==> src/rtl/stepper_scheduler_pkg.sv <==
// Shared types and constants for the two-requester stepper scheduler.
// The state encoding, step count and output bundle live here.
package stepper_scheduler_pkg;

    localparam int unsigned STATE_W = 2;
    localparam int unsigned STEPS   = 8;
    localparam int unsigned STEP_W  = 3;
    localparam int unsigned REQ_W   = 2;
    localparam int unsigned DWELL_W = 8;

    localparam logic [STATE_W-1:0] ST_IDLE = 2'd0;
    localparam logic [STATE_W-1:0] ST_RUN  = 2'd1;
    localparam logic [STATE_W-1:0] ST_DONE = 2'd2;

    // Index of the final advance in a pass; wrapping past it returns the stepper to s0.
    localparam logic [STEP_W-1:0] LAST_INDEX = STEP_W'(STEPS - 1);

    typedef struct packed {
        logic              advance;
        logic [REQ_W-1:0]  grant;
        logic              busy;
        logic              done;
        logic [STEP_W-1:0] step_index;
    } sched_out_t;

    // Single requester wins outright; on contention the round-robin pointer decides.
    function automatic logic [REQ_W-1:0] rr_pick(input logic [REQ_W-1:0] req,
                                                 input logic [REQ_W-1:0] ptr);
        logic [REQ_W-1:0] pick;
        pick = req;
        if (req == '1) begin
            pick = ptr;
        end
        return pick;
    endfunction

endpackage

==> src/rtl/stepper_scheduler_if.sv <==
// Request/grant and stepper-drive signals between requesters and the scheduler.
// The master side owns the requests and hold; the scheduler drives the rest.
interface stepper_scheduler_if;
    import stepper_scheduler_pkg::*;

    logic [REQ_W-1:0]  req;
    logic              hold;
    logic              advance;
    logic [REQ_W-1:0]  grant;
    logic              busy;
    logic              done;
    logic [STEP_W-1:0] step_index;

    modport master (
        output req,
        output hold,
        input  advance,
        input  grant,
        input  busy,
        input  done,
        input  step_index
    );

    modport slave (
        input  req,
        input  hold,
        output advance,
        output grant,
        output busy,
        output done,
        output step_index
    );

endinterface

==> src/rtl/stepper_scheduler_dwell_timer.sv <==
// Pacing counter: counts 0..DWELL-1 while enabled and not held, and strobes
// tick_c in the cycle it wraps so the caller can launch a paced action.
module stepper_scheduler_dwell_timer #(
    parameter int unsigned DWELL = 4,
    parameter int unsigned CNT_W = 8
) (
    input  logic clk,
    input  logic rst_n,
    input  logic en,
    input  logic clr,
    input  logic hold,
    output logic tick_c
);

    localparam logic [CNT_W-1:0] TERM = CNT_W'(DWELL - 1);

    logic [CNT_W-1:0] count;

    assign tick_c = en && !hold && (count == TERM);

    // Clear wins over counting; hold freezes the count, including at terminal count.
    always_ff @(posedge clk or negedge rst_n) begin
        if (!rst_n) begin
            count <= '0;
        end else if (clr) begin
            count <= '0;
        end else if (en && !hold) begin
            count <= tick_c ? '0 : count + CNT_W'(1);
        end
    end

endmodule

==> src/rtl/stepper_scheduler.sv <==
// Round-robin scheduler sharing the 8-state stepper between two requesters;
// each grant issues one full pass of paced advance pulses back to s0.
module stepper_scheduler
    import stepper_scheduler_pkg::*;
#(
    parameter int unsigned DWELL = 4
) (
    input  logic              clk,
    input  logic              rst_n,
    stepper_scheduler_if.slave bus
);

    logic [STATE_W-1:0] state;
    logic [STATE_W-1:0] state_nxt;
    sched_out_t         out_q;
    sched_out_t         out_nxt;
    logic [REQ_W-1:0]   rr_ptr;
    logic [REQ_W-1:0]   rr_ptr_nxt;
    logic               final_q;
    logic               final_nxt;

    logic start_c;
    logic timer_en_c;
    logic timer_clr_c;
    logic tick_c;

    // The grant edge already counts as the first dwell cycle, so a pass with
    // DWELL=1 advances in the very first granted cycle.
    assign start_c     = (state == ST_IDLE) && (bus.req != '0);
    assign timer_en_c  = start_c || ((state == ST_RUN) && !final_q);
    assign timer_clr_c = (state != ST_RUN) && !start_c;

    stepper_scheduler_dwell_timer #(
        .DWELL (DWELL),
        .CNT_W (DWELL_W)
    ) u_dwell_timer (
        .clk    (clk),
        .rst_n  (rst_n),
        .en     (timer_en_c),
        .clr    (timer_clr_c),
        .hold   (bus.hold),
        .tick_c (tick_c)
    );

    // Next-state and next-output decode.
    always_comb begin
        state_nxt       = state;
        out_nxt         = out_q;
        out_nxt.advance = 1'b0;
        out_nxt.done    = 1'b0;
        rr_ptr_nxt      = rr_ptr;
        final_nxt       = final_q;

        case (state)
            ST_IDLE: begin
                out_nxt.grant      = '0;
                out_nxt.busy       = 1'b0;
                out_nxt.step_index = '0;
                final_nxt          = 1'b0;
                if (start_c) begin
                    state_nxt     = ST_RUN;
                    out_nxt.grant = rr_pick(bus.req, rr_ptr);
                    out_nxt.busy  = 1'b1;
                end
            end
            ST_RUN: begin
                if (final_q) begin
                    state_nxt    = ST_DONE;
                    out_nxt.done = 1'b1;
                    final_nxt    = 1'b0;
                end
            end
            ST_DONE: begin
                state_nxt     = ST_IDLE;
                out_nxt.grant = '0;
                out_nxt.busy  = 1'b0;
                rr_ptr_nxt    = {out_q.grant[0], out_q.grant[1]};
            end
            default: begin
                state_nxt = ST_IDLE;
                out_nxt   = '0;
                final_nxt = 1'b0;
            end
        endcase

        // A tick on the last index marks the pass complete; the wrap lands on 0.
        if (tick_c) begin
            out_nxt.advance = 1'b1;
            if (out_nxt.step_index == LAST_INDEX) begin
                final_nxt = 1'b1;
            end
            out_nxt.step_index = out_nxt.step_index + STEP_W'(1);
        end
    end

    // State, pointer and registered outputs.
    always_ff @(posedge clk or negedge rst_n) begin
        if (!rst_n) begin
            state   <= ST_IDLE;
            out_q   <= '0;
            rr_ptr  <= 2'b01;
            final_q <= 1'b0;
        end else begin
            state   <= state_nxt;
            out_q   <= out_nxt;
            rr_ptr  <= rr_ptr_nxt;
            final_q <= final_nxt;
        end
    end

    assign bus.advance    = out_q.advance;
    assign bus.grant      = out_q.grant;
    assign bus.busy       = out_q.busy;
    assign bus.done       = out_q.done;
    assign bus.step_index = out_q.step_index;

endmodule
==> src/flat_wrapper.sv <==
// flat-port wrapper written by rule: the top's interface ports become plain ports
module stepper_scheduler_flat import stepper_scheduler_pkg::*;
#(
    parameter int unsigned DWELL = 4
)
  (clk, rst_n, bus_req, bus_hold, bus_advance, bus_grant, bus_busy, bus_done, bus_step_index);
  stepper_scheduler_if bus_i ();
  input  logic clk;
  input  logic rst_n;
  input wire logic [$bits(bus_i.req)-1:0] bus_req;
  input wire logic [$bits(bus_i.hold)-1:0] bus_hold;
  output wire logic [$bits(bus_i.advance)-1:0] bus_advance;
  output wire logic [$bits(bus_i.grant)-1:0] bus_grant;
  output wire logic [$bits(bus_i.busy)-1:0] bus_busy;
  output wire logic [$bits(bus_i.done)-1:0] bus_done;
  output wire logic [$bits(bus_i.step_index)-1:0] bus_step_index;
  assign bus_i.req = bus_req;
  assign bus_i.hold = bus_hold;
  assign bus_advance = bus_i.advance;
  assign bus_grant = bus_i.grant;
  assign bus_busy = bus_i.busy;
  assign bus_done = bus_i.done;
  assign bus_step_index = bus_i.step_index;
  stepper_scheduler #(.DWELL(DWELL)) u_core (.clk(clk), .rst_n(rst_n), .bus(bus_i));
endmodule
==> config.mk <==
export PLATFORM = sky130hd
export DESIGN_NAME = stepper_scheduler_flat
export DESIGN_NICKNAME = d
export VERILOG_FILES = /design/src/rtl/stepper_scheduler_pkg.sv /design/src/rtl/stepper_scheduler_if.sv /design/src/rtl/stepper_scheduler_dwell_timer.sv /design/src/rtl/stepper_scheduler.sv /design/src/flat_wrapper.sv
export SDC_FILE = /design/constraint.sdc
export NUM_CORES = 1
export LEC_CHECK = 0
export BUFFER_PORTS_ARGS = -buffer_cell sky130_fd_sc_hd__buf_2
export CAP_MARGIN = 25
export CORE_MARGIN = 3
export CORE_UTILIZATION = 50
export DETAILED_ROUTE_END_ITERATION = 12
export GPL_TIMING_DRIVEN = 0
export PLACE_DENSITY = 0.75
export SYNTH_ARGS = -nofsm -noshare
export SYNTH_HDL_FRONTEND = slang
export SYNTH_SLANG_ARGS = --single-unit
==> constraint.sdc <==
create_clock -name clk -period 2.74 [get_ports clk]
set_input_delay 0.137 -clock clk [delete_from_list [all_inputs] [get_ports clk]]
set_output_delay 0.137 -clock clk [all_outputs]
set_load 0.02 [all_outputs]
==> flow_results.org <==
** Yosys
- Of the post-synthesis cell area, the dominant cell type holds 0.461.
- Counting every net in the synthesized netlist gives 116.
- Share of synthesized flip-flops with an asynchronous set or reset :: 1.00
- After synthesis, the mean cell area works out to 10.4 um^2.
- Main area contributors after synthesis :: sky130_fd_sc_hd__dfrtp_1 46%, sky130_fd_sc_hd__ha_1 8.1%, sky130_fd_sc_hd__mux2_2 5.2%
- Part of the Yosys area used for sequential elements :: 0.486
- Ranking of synthesized cells by instance count :: 20 x sky130_fd_sc_hd__dfrtp_1, 11 x sky130_fd_sc_hd__a21oi_1, 7 x sky130_fd_sc_hd__ha_1, 7 x sky130_fd_sc_hd__nand3_1, 7 x sky130_fd_sc_hd__o21ai_0
- Cell count after synthesis :: 104
- EDFF count, synth :: 0
- The most used flip-flop cell after synthesis is sky130_fd_sc_hd__dfrtp_1.
- Most common cell in the netlist :: sky130_fd_sc_hd__dfrtp_1
- Synthesized area :: 1080 um^2
- Yosys warns :: 0
- The synthesized design contains 21 register bits.
- The biggest area contributor in the post-synthesis netlist is sky130_fd_sc_hd__dfrtp_1.
- In this run, distinct cell masters in the synthesized netlist total 30.

** Placed design
- The placed instances occupy a cell area of 1180 um^2.
- Once placement completed, the tool counted placed cells totaling 143.
- Quantity of I/O buffers inserted on ports :: 12
- Sum of net half-perimeters after detailed placement :: 1.45 mm
- Global placer's final weighted congestion :: 0.804

** CTS
- Number of hold buffers added after cts :: 1
- Worst skew pair latency :: 0.31 ns
- After clock tree synthesis, the setup repair step added 0 buffers.
- Clock root cell :: sky130_fd_sc_hd__clkbuf_4
- Clock transition at path regs :: 0.12 ns
- H-tree levels :: 1
- TritonCTS Sinks :: 21
- Counting the buffers created by CTS gives 3.
- TritonCTS built the clock tree.
- CTS Buffer Depth :: 2
- After clock tree synthesis, the repair step resized 0 gates.

** Pwr
- Overall power of the completed layout :: 0.948 mW
- Of the total power, combinational logic draws 0.390.
- For this design the total switching power over the nets is 0.379 mW.
- Of the total power, the clock network draws 0.160.
- Across the VDD grid, the largest voltage drop is 461 uV.
- Seq pwr share :: 0.450
- The internal power of the cells totals 0.569 mW.
- Pleak :: 0.602 nW
- Total power density per cell area :: 780 nW/um^2
- Sw Ratio :: 0.400

** Detailed routing
- In the final routed layout, each cell accounts on average for 13.4 um.
- The pre-antenna-repair detailed-routing pass consisted of 5 iterations.
- Drt via density :: 5.53
- Post-route ant nets :: 0
- Initial detailed-routing violation count :: 14
- Wire length reported by the detailed router :: 1.99 mm
- Via total after detailed routing :: 818
- Detailed-route DRC error count :: 0

** Floorplanning
- The initial utilization of the core area, before any placement, comes to 0.542.
- The die is 52.6 um tall.
- Die ar. :: 2760 um^2
- The core region is 2000 um^2.
- Die boundary width :: 52.6 um
- 13 I/O pins were placed.
- Row generation in the floorplan step produced 16 rows.

** Worst setup path
- Critical-path maximum fanout :: 9
- Category of the critical setup timing path :: reg -> reg
- Data arrival time of the critical path :: 2.56 ns
- Crit path launch type :: flop
- STA classifies the critical path endpoint as a flop.
- STA puts the critical path data required time at 2.94 ns.

** Global route
- For this run, global-route usage on met3 was measured as 0.0342.
- The initial antenna violation count was 0.
- Maximum number of pins on one net before global-route repair :: 22
- In the global route stage, overall resource usage came out at 0.163.
- Wire length of the first global-routing pass :: 3.27 mm
- After global routing, the most crowded layer is met2.
- Vias in the first global route :: 778
- Routing usage on met1 :: 0.215
- For this run the aggregate overflow at the end of global routing stands at 0.
- Met2 track demand over resource in global routing :: 0.258

** Timing
- Worst clock skew :: 0.00640 ns
- Setup violations remaining at the end of the flow were counted as 0.
- Derived from the worst setup path, the maximum achievable clock frequency is 424 MHz.
- Hold timing on the final database bottoms out at a slack of 0.0976 ns.
- Fin crit share :: 0.861
- The count of final max-slew check failures was 0.
- Actual transition at the worst max-transition pin :: 0.540 ns
- In this run the tightest slew margin relative to its limit is 0.640.
- The number of failing hold endpoints at the final stage came to 0.
- The worst path needs 2.36 ns of the cycle, external delays included.
- RSZ-0062 raised after global routing :: no
- Summed over all failing endpoints, the final setup total negative slack is 0 ns.

** Job
- Max-cap violations in this run came to 0.

** Finish
- Final nets :: 134
- Relative to the synthesized area, the layout overhead comes to 12.1%.
- The finished cells cover 1220 um^2.
- Counting the fill cells in the layout gives 186.
- The repair_antennas step left the layout with diodes totalling 0.
- Of the cells placed in the final design, the portion with a size suffix greater than 1 is 0.231.
- Post-Layout Cell Count :: 148

** Status
- The flow ran to the end, and the final reports show no timing, DRC or antenna violations.

** Hold path
- The min-delay analysis places its worst path in the category in -> reg.
[final cells by class]
class,instances,area (um^2),area share
Sequential cell,21,527,0.433
Timing Repair Buffer,13,70.1,0.0576
Clock inverter,1,5.00,0.00412
Tap cell,27,33.8,0.0278
Inverter,5,18.8,0.0154
Clock buffer,3,22.5,0.0185
Buffer,2,7.51,0.00617
Multi-Input combinational cell,76,532,0.437
[kinds of logic after synthesis]
| group | count (synthesis) | share of synthesized area |
|---|---|---|
| adder cells (fa/ha/maj) | 7 | 0.0807 |
| AO/OA/AOI/OAI | 25 | 0.151 |
| buffers and inverters | 7 | 0.0242 |
| flip-flops | 21 | 0.486 |
| XOR/XNOR | 1 | 0.00808 |
| AND/OR/NAND/NOR | 38 | 0.198 |
| multiplexers | 5 | 0.0519 |
[final timing paths]
path,startpoint,end,slack (ns),cells past startpoint
max,u_core.state[1]$_DFFE_PN0P_,u_core.u_dwell_timer.count[7]$_DFFE_PN0P_,0.38,7
min,bus_hold,u_core.bus.advance$_DFF_PN0_,0.1,2
max reg2reg,u_core.state[1]$_DFFE_PN0P_,u_core.u_dwell_timer.count[7]$_DFFE_PN0P_,0.38,7
min reg2reg,u_core.bus.grant[1]$_DFFE_PN0P_,u_core.bus.grant[1]$_DFFE_PN0P_,0.52,2
max in group asynchronous,rst_n,u_core.rr_ptr[0]$_DFFE_PN1N_,2.10,2
min in group asynchronous,rst_n,u_core.bus.done$_DFF_PN0_,0.29,2
[state kept, by name, indices dropped and copies added, names as in the netlist]
signal and count:
u_core.bus.advance 1, u_core.bus.busy 1, u_core.bus.done 1, u_core.bus.grant 2
u_core.bus.step_index 3, u_core.final_q 1, u_core.rr_ptr 2, u_core.state 2
u_core.u_dwell_timer.count 8
[layer usage]
| metal | routed length [um] | part of all wire |
|---|---|---|
| met1 | 937 | 0.47 |
| met2 | 981 | 0.49 |
| met3 | 58 | 0.029 |
| met4 | 10 | 0.0050 |
| met5 | 0 | 0 |
[through the flow]
step	util	setup WS (ns)
floorplan	-	0.621
global placement	0.589	0.409
detailed placement	0.589	0.391
CTS	0.608	0.355
global route	0.608	0.215
finish	0.608	0.380
[power groups by stage]
stage	combinational (mW)	clock (mW)	sequential, mW
after global routing	0.419	0.168	0.436
after CTS	0.375	0.156	0.426
after detailed placement	0.371	0	0.432
after global placement	0.359	0	0.428
final	0.370	0.152	0.426
after floorplan	0.249	0	0.445
[placed cells by master (no fill, tap or decap), drive strengths merged, types with 2 or more instances in the layout]
master,synthesis,layout
nand3,7,7
mux2,5,5
nand2,5,5
or2,2,2
or3,5,5
o21ai,8,8
a21oi,11,11
nor2,5,5
dfrtp,20,20
nand2b,3,3
ha,7,7
and3,2,2
buf,0,12
inv,5,5
clkbuf,2,5
and2,4,4
[critical path, cell delays in order, from the launching register on]
cell,delay [ns]
sky130_fd_sc_hd__dfrtp_1,0.41
sky130_fd_sc_hd__inv_1,0.11
sky130_fd_sc_hd__ha_1,0.15
sky130_fd_sc_hd__clkbuf_1,0.27
sky130_fd_sc_hd__nand2b_1,0.21
sky130_fd_sc_hd__a2111oi_4,0.56
sky130_fd_sc_hd__and4b_1,0.26
sky130_fd_sc_hd__a211o_1,0.26
No activity file was read; power rests on OpenSTA's default activity.
